File: config.mk
export PLATFORM = sky130hd
export DESIGN_NAME = plic_claim_sequencer
export DESIGN_NICKNAME = d
export VERILOG_FILES = /design/src/rtl/plic_claim_sequencer_pkg.sv /design/src/rtl/plic_claim_sequencer_bus_write_initiator.sv /design/src/rtl/plic_claim_sequencer.sv
export SDC_FILE = /design/constraint.sdc
export NUM_CORES = 1
export LEC_CHECK = 0
export BUFFER_PORTS_ARGS = -buffer_cell sky130_fd_sc_hd__buf_4
export CAP_MARGIN = 40
export CORE_MARGIN = 2
export CORE_UTILIZATION = 40
export DETAILED_ROUTE_END_ITERATION = 7
export GPL_TIMING_DRIVEN = 0
export PLACE_DENSITY = 0.73
export SETUP_SLACK_MARGIN = 0.3
export SYNTH_ARGS = -nofsm -noshare
export SYNTH_HDL_FRONTEND = slang
export SYNTH_HIERARCHICAL = 1
export SYNTH_SLANG_ARGS = --single-unit
File: constraint.sdc
create_clock -name clk -period 2.15 [get_ports clk]
set_input_delay 0.43 -clock clk [delete_from_list [all_inputs] [get_ports clk]]
set_output_delay 0.43 -clock clk [all_outputs]
set_load 0.005 [all_outputs]
File: src/rtl/plic_claim_sequencer_pkg.sv
// Shared types and constants for the hart-side PLIC claim sequencer.
// Covers the FSM state encodings, bus transfer sizes, the trap cause and the claim-offset helper.
package plic_claim_sequencer_pkg;

    typedef enum logic [2:0] {
        ST_IDLE      = 3'd0,
        ST_BUS_REQ   = 3'd1,
        ST_CLAIM_WR  = 3'd2,
        ST_WAIT_DROP = 3'd3,
        ST_DELIVER   = 3'd4
    } seq_state_e;

    typedef enum logic [1:0] {
        WI_IDLE = 2'd0,
        WI_REQ  = 2'd1,
        WI_WR   = 2'd2
    } wi_state_e;

    typedef enum logic [1:0] {
        MS_BYTE = 2'b00,
        MS_HALF = 2'b01,
        MS_WORD = 2'b10
    } memsize_e;

    localparam logic [31:0] MCAUSE_MEI  = 32'h8000_000B;
    localparam logic [31:0] CLAIM_WDATA = 32'h0100_0000;

    // The claim register sits just past the per-gateway halfword priority array.
    function automatic int unsigned claim_offset(input int unsigned n_gateways);
        return (n_gateways + 1) * 2;
    endfunction

endpackage

File: src/rtl/plic_claim_sequencer_bus_write_initiator.sv
// Single-write bus initiator: request/grant, strobe held while the responder is busy,
// and completion on the first edge that samples busy low.
module plic_claim_sequencer_bus_write_initiator
    import plic_claim_sequencer_pkg::*;
#(
    parameter int ADDRESS_WIDTH = 32
) (
    input  logic                     clk,
    input  logic                     reset_,
    input  logic                     i_start,
    input  logic [ADDRESS_WIDTH-1:0] i_address,
    input  logic [31:0]              i_data,
    input  logic [1:0]               i_memsize,
    input  logic                     i_bus_grant,
    input  logic                     i_bus_busy,
    output logic                     o_bus_req,
    output logic [ADDRESS_WIDTH-1:0] o_bus_address,
    output logic [31:0]              o_bus_out,
    output logic [1:0]               o_bus_memsize,
    output logic                     o_bus_write_enable,
    output logic                     o_grant_fire,
    output logic                     o_done
);

    wi_state_e                r_state;
    logic                     r_bus_req;
    logic                     r_bus_we;
    logic [ADDRESS_WIDTH-1:0] r_bus_address;
    logic [31:0]              r_bus_out;
    logic [1:0]               r_bus_memsize;

    // Combinational strobes let the owning FSM step on the same edge as this block.
    assign o_grant_fire = (r_state == WI_REQ) && i_bus_grant;
    assign o_done       = (r_state == WI_WR) && !i_bus_busy;

    always_ff @(posedge clk or negedge reset_) begin
        if (!reset_) begin
            r_state       <= WI_IDLE;
            r_bus_req     <= 1'b0;
            r_bus_we      <= 1'b0;
            r_bus_address <= '0;
            r_bus_out     <= '0;
            r_bus_memsize <= '0;
        end else begin
            case (r_state)
                WI_IDLE: begin
                    if (i_start) begin
                        r_bus_req <= 1'b1;
                        r_state   <= WI_REQ;
                    end
                end
                WI_REQ: begin
                    if (i_bus_grant) begin
                        r_bus_we      <= 1'b1;
                        r_bus_address <= i_address;
                        r_bus_out     <= i_data;
                        r_bus_memsize <= i_memsize;
                        r_state       <= WI_WR;
                    end
                end
                WI_WR: begin
                    if (!i_bus_busy) begin
                        r_bus_we  <= 1'b0;
                        r_bus_req <= 1'b0;
                        r_state   <= WI_IDLE;
                    end
                end
                default: r_state <= WI_IDLE;
            endcase
        end
    end

    assign o_bus_req          = r_bus_req;
    assign o_bus_address      = r_bus_address;
    assign o_bus_out          = r_bus_out;
    assign o_bus_memsize      = r_bus_memsize;
    assign o_bus_write_enable = r_bus_we;

endmodule

File: src/rtl/plic_claim_sequencer.sv
// Hart-side PLIC claim sequencer: claims a notified interrupt with a byte write to the
// claim register, waits for the notify to retire, then hands ID and cause to the trap unit.
module plic_claim_sequencer
    import plic_claim_sequencer_pkg::*;
#(
    parameter int                     N_GATEWAYS    = 17,
    parameter int                     ADDRESS_WIDTH = 32,
    parameter logic [ADDRESS_WIDTH-1:0] PLIC_BASE   = '0,
    parameter int                     CLAIM_TIMEOUT = 16
) (
    input  logic                     clk,
    input  logic                     reset_,
    input  logic                     interrupt_notify,
    input  logic [7:0]               interrupt_id,
    input  logic                     ext_irq_enable,
    output logic                     bus_req,
    input  logic                     bus_grant,
    output logic [ADDRESS_WIDTH-1:0] bus_address,
    output logic [31:0]              bus_out,
    output logic [1:0]               bus_memsize,
    output logic                     bus_write_enable,
    output logic                     bus_read_enable,
    input  logic                     bus_busy,
    output logic                     irq_valid,
    output logic [7:0]               irq_id,
    output logic [31:0]              irq_cause,
    input  logic                     irq_ack,
    output logic                     claim_retry
);

    localparam int CNT_W = $clog2(CLAIM_TIMEOUT) + 1;
    localparam logic [CNT_W-1:0] CNT_LAST = CNT_W'(CLAIM_TIMEOUT - 1);
    localparam logic [ADDRESS_WIDTH-1:0] CLAIM_ADDR =
        PLIC_BASE + ADDRESS_WIDTH'(claim_offset(N_GATEWAYS));

    seq_state_e   r_state;
    logic [7:0]   r_latched_id;
    logic [CNT_W-1:0] r_cnt;
    logic         r_irq_valid;
    logic [7:0]   r_irq_id;
    logic [31:0]  r_irq_cause;
    logic         r_claim_retry;

    logic w_trigger;
    logic w_timeout;
    logic w_start;
    logic w_grant_fire;
    logic w_done;

    assign w_trigger = interrupt_notify && (interrupt_id != 8'd0) && ext_irq_enable;
    assign w_timeout = (r_state == ST_WAIT_DROP) && interrupt_notify && (r_cnt == CNT_LAST);
    // A retry re-arms the initiator on the same edge the FSM returns to BUS_REQ.
    assign w_start   = ((r_state == ST_IDLE) && w_trigger) || w_timeout;

    plic_claim_sequencer_bus_write_initiator #(
        .ADDRESS_WIDTH(ADDRESS_WIDTH)
    ) u_bus_write_initiator (
        .clk                (clk),
        .reset_             (reset_),
        .i_start            (w_start),
        .i_address          (CLAIM_ADDR),
        .i_data             (CLAIM_WDATA),
        .i_memsize          (MS_BYTE),
        .i_bus_grant        (bus_grant),
        .i_bus_busy         (bus_busy),
        .o_bus_req          (bus_req),
        .o_bus_address      (bus_address),
        .o_bus_out          (bus_out),
        .o_bus_memsize      (bus_memsize),
        .o_bus_write_enable (bus_write_enable),
        .o_grant_fire       (w_grant_fire),
        .o_done             (w_done)
    );

    always_ff @(posedge clk or negedge reset_) begin
        if (!reset_) begin
            r_state       <= ST_IDLE;
            r_latched_id  <= 8'd0;
            r_cnt         <= '0;
            r_irq_valid   <= 1'b0;
            r_irq_id      <= 8'd0;
            r_irq_cause   <= 32'd0;
            r_claim_retry <= 1'b0;
        end else begin
            r_claim_retry <= 1'b0;
            case (r_state)
                ST_IDLE: begin
                    if (w_trigger) begin
                        r_latched_id <= interrupt_id;
                        r_state      <= ST_BUS_REQ;
                    end
                end
                ST_BUS_REQ: begin
                    if (w_grant_fire) begin
                        r_state <= ST_CLAIM_WR;
                    end
                end
                ST_CLAIM_WR: begin
                    if (w_done) begin
                        r_cnt   <= '0;
                        r_state <= ST_WAIT_DROP;
                    end
                end
                ST_WAIT_DROP: begin
                    if (!interrupt_notify) begin
                        r_irq_valid <= 1'b1;
                        r_irq_id    <= r_latched_id;
                        r_irq_cause <= MCAUSE_MEI;
                        r_state     <= ST_DELIVER;
                    end else if (r_cnt == CNT_LAST) begin
                        r_claim_retry <= 1'b1;
                        r_cnt         <= '0;
                        r_state       <= ST_BUS_REQ;
                    end else begin
                        r_cnt <= r_cnt + CNT_W'(1);
                    end
                end
                ST_DELIVER: begin
                    // irq_id/irq_cause stay put after the ack until the next delivery.
                    if (irq_ack) begin
                        r_irq_valid <= 1'b0;
                        r_state     <= ST_IDLE;
                    end
                end
                default: r_state <= ST_IDLE;
            endcase
        end
    end

    assign bus_read_enable = 1'b0;
    assign irq_valid       = r_irq_valid;
    assign irq_id          = r_irq_id;
    assign irq_cause       = r_irq_cause;
    assign claim_retry     = r_claim_retry;

endmodule

==> impl_metrics.yaml <==
status:
  outcome: "finished, final reports clean"
drt:
  ant_nets: 0
  drcViolationCount: 0
  post_drt_wl_per_cell_um: 12.6
  dr.pass1.iters: 4
  viasPerCell: 4.23
  vias: 2656
  finalWirelength_um: 7910
  drt_iter0_markers: 58
worst_setup_path:
  crit_buf_inv: 1
  slowest_stage: "nor2_2"
  crit_end: "irq_id[4]"
  arrival_ps: 1950
  path_max_fanout: 9
  critical_path.top_delay_family: "simple AND/OR/NAND/NOR gates"
  reg2reg_slack_ps: 450
  r2r_cells: 4
  timing.rr.end: "irq_id[4]"
  crit_path_cell_trace: "buf_2, nand3b_1, nor2_2, mux2_2"
  cp.required_ps: 2400
  critPathKind: "reg2reg"
  reg2reg_from: "r_state[2]"
  critical_path_depth: 4
  startpoint_type: "flip-flop"
  crit_path_end_kind: "flip-flop"
  startpoint: "r_state[2]"
  cpPeakStageDelay_ps: 400
clocking:
  cts_tree: "yes"
  clk_pin_slew_ps: 90
  cts-root-buf: "clkbuf_8"
  cts_buffers: 9
  clock_sinks: 97
  cts-htree-levels: 3
  clockBufferDepth: 2
  clock_latency_ps: 370
  post_cts_resized: 0
power:
  cellPowerDensity_nw_per_um2: 1300
  p_seq_share_pct: 44.0
  power_leakage_nw: 2.83
  switching_power_w: 0.00217
  switching_share_pct: 29.8
  p_int_w: 0.00510
  clkPwrFrac_pct: 15.1
  p_comb_share_pct: 40.9
  vdd.ir_drop.worst_v: 0.000555
sta:
  fin_crit_sh_pct: 78.9
  finalWorstSetupSlack_ps: 454
  max_freq_ghz: 0.590
  post-route-min-period_ps: 1700
  whs_ps: 61.4
  skew_ps: 10.3
  final-setup-viol-count: 0
  relSlewSlack_pct: 59.6
  rsz0062_at_grt: "no"
  maxSlewViolCount: 0
  tightest_slew_ps: 605
  tns_ps: 0
  finalHoldViolations: 0
worst_hold_path:
  hold_path_class: "in2async"
logic_synthesis:
  ys_ff_latch: 97
  yosysMostFrequentCell: "dfrtp_1"
  yosysTopAreaCellShare_pct: 58.4
  yosys.area.top_type: "dfrtp_1"
  yosysWarnings: 6
  synth_compound_area_share_pct: 3.49
  synth_fa_ha_area_share_pct: 0.301
  postSynthCellCount: 285
  synth_edf_count: 0
  syn-cell-area_um2: 4150
  syn_area_per_cell_um2: 14.6
  synth_cell_types: 39
  synth_area_leaders: "dfrtp_1, mux2_2, mux2_4, buf_4, buf_6"
  synth_top_family_by_area: "multiplexers"
  synth.mux.area_fraction_pct: 24.6
  synthSimpleGateAreaFrac_pct: 4.82
  async_reset_ff_share_pct: 100
  synth-main-ff-cell: "dfrtp_1"
  ys_seq_area_share_pct: 58.4
  yosys-top-cells-count: "dfrtp_1, mux2_2, buf_4"
  synth-xor-area-share_pct: 0
flow_run:
  cap_violations: 0
placed_design:
  place_congestion: 0.769
  pre_cts_slack_ps: 223
  dp.final_hpwl_um: 5700
  io_buffer_count: 95
global_route:
  grt_usage_pct: 14.7
  grt_first_pass_wirelength_um: 12800
  grt_pass1_vias: 2646
  overflow: 0
  antenna_found_initial: 0
  grt_max_degree: 53
floorplanning:
  start_util_pct: 40.8
  die_w_um: 106
  rows: 37
  die_y_um: 106
  fp.coreArea_um2: 10200
  io-pin-count: 126
  die-area_um2: 11200
cells_and_area:
  finish.utilization_pct: 55.0
  seqCellArea_um2: 2430
  diodes: 0
  layout.nets: 503
  multi_input_area_um2: 1740
  syn2layout_area_growth_pct: 35.0
  fillers: 910
  drive_above_1_share_pct: 49.8
-- power by group through the flow --
stage               Sequential (W)  Clock (W)  Combinational (W)
finish                     0.00320    0.00110            0.00297
global route               0.00332    0.00123            0.00323
CTS                        0.00321    0.00115            0.00301
detailed placement         0.00324          0            0.00300
global placement           0.00316          0            0.00292
floorplan                  0.00321          0            0.00146
-- metrics by stage --
step | total power [W] | area, um^2 | std cells
floorplan | 0.00467 | 4500 | 378
global placement | 0.00608 | 5390 | 609
global route | 0.00778 | 5610 | 628
finish | 0.00727 | 5610 | 628
detailed placement | 0.00624 | 5410 | 610
CTS | 0.00738 | 5590 | 626
-- how the worst min path moves through the flow --
stage | start | endpoint | cells after the start
6_report | reset_ | irq_id[6] | 1
5_1_grt | reset_ | irq_id[6] | 1
4_1_cts | reset_ | irq_id[6] | 1
3_5_place_dp | reset_ | irq_id[6] | 1
3_3_place_gp | r_latched_id[6] | r_latched_id[6] | 1
2_1_floorplan | reset_ | claim_retry | 0
-- cell usage in the layout (no fill, tap or decap), drive strengths merged --
master / instances
nand4b: 1
a31oi: 3
a211oi: 2
or2: 1
o2bb2ai: 1
nand2b: 2
o21bai: 2
nor2b: 1
ha: 1
clkbuf: 11
nand3: 2
nand2: 7
a21oi: 4
nand4bb: 1
buf: 141
a311oi: 1
clkinv: 1
mux2i: 2
or4: 1
o2111ai: 1
nor3b: 2
o21a: 1
nor4: 2
nor2: 6
or3b: 1
mux2: 83
and3b: 1
clkinvlp: 2
nand3b: 1
dfrtp: 97
inv: 7
conb: 95
o21ai: 6
and3: 2
-- per-layer routing --
| layer | vias up | global-route usage (%) | wire (um) |
|---|---|---|---|
| li1 | 1267 | - | - |
| met1 | 1290 | 18.6 | 3450 |
| met2 | 86 | 22.9 | 3720 |
| met3 | 13 | 5.03 | 620 |
| met4 | 0 | 6.48 | 120 |
| met5 | - | 0 | 0 |
-- cells by family (layout without fill, tap and decap cells) --
| group | Yosys count | count (layout) |
|---|---|---|
| adder cells (fa/ha/maj) | 1 | 1 |
| AND/OR/NAND/NOR | 31 | 31 |
| AO/OA/AOI/OAI | 21 | 21 |
| other | 2 | 95 |
| buffers and inverters | 48 | 162 |
| multiplexers | 85 | 85 |
| flip-flops | 97 | 97 |
-- registers in the layout, indices dropped and copies added (netlist names) --
| signal | count |
|---|---|
| u_bus_write_initiator/o_bus_out | 32 |
| irq_cause | 1 |
| u_bus_write_initiator/o_bus_write_enable | 1 |
| r_cnt | 5 |
| r_state | 3 |
| irq_id | 8 |
| r_latched_id | 8 |
| irq_valid | 1 |
| claim_retry | 1 |
| u_bus_write_initiator/o_bus_address | 32 |
| u_bus_write_initiator/o_bus_req | 1 |
| u_bus_write_initiator/o_bus_memsize | 2 |
| u_bus_write_initiator/r_state | 2 |
-- repair_timing --
action                                 CTS  global route
pin swaps                                1             1
endpoints found under the hold margin    0             0
buffers inserted                         0             2
hold buffers                             0             0
setup endpoints to repair                1             2
-- area by class of cell --
type	instances	share of cell area [%]
Clock buffer	10	2.28
Tap cell	136	3.04
Multi-Input combinational cell	233	31.0
Buffer	44	5.78
Timing Repair Buffer	98	13.5
Sequential cell	97	43.3
Clock inverter	6	0.893
Inverter	4	0.268
Note: power is estimated with default switching activity, not from simulation.
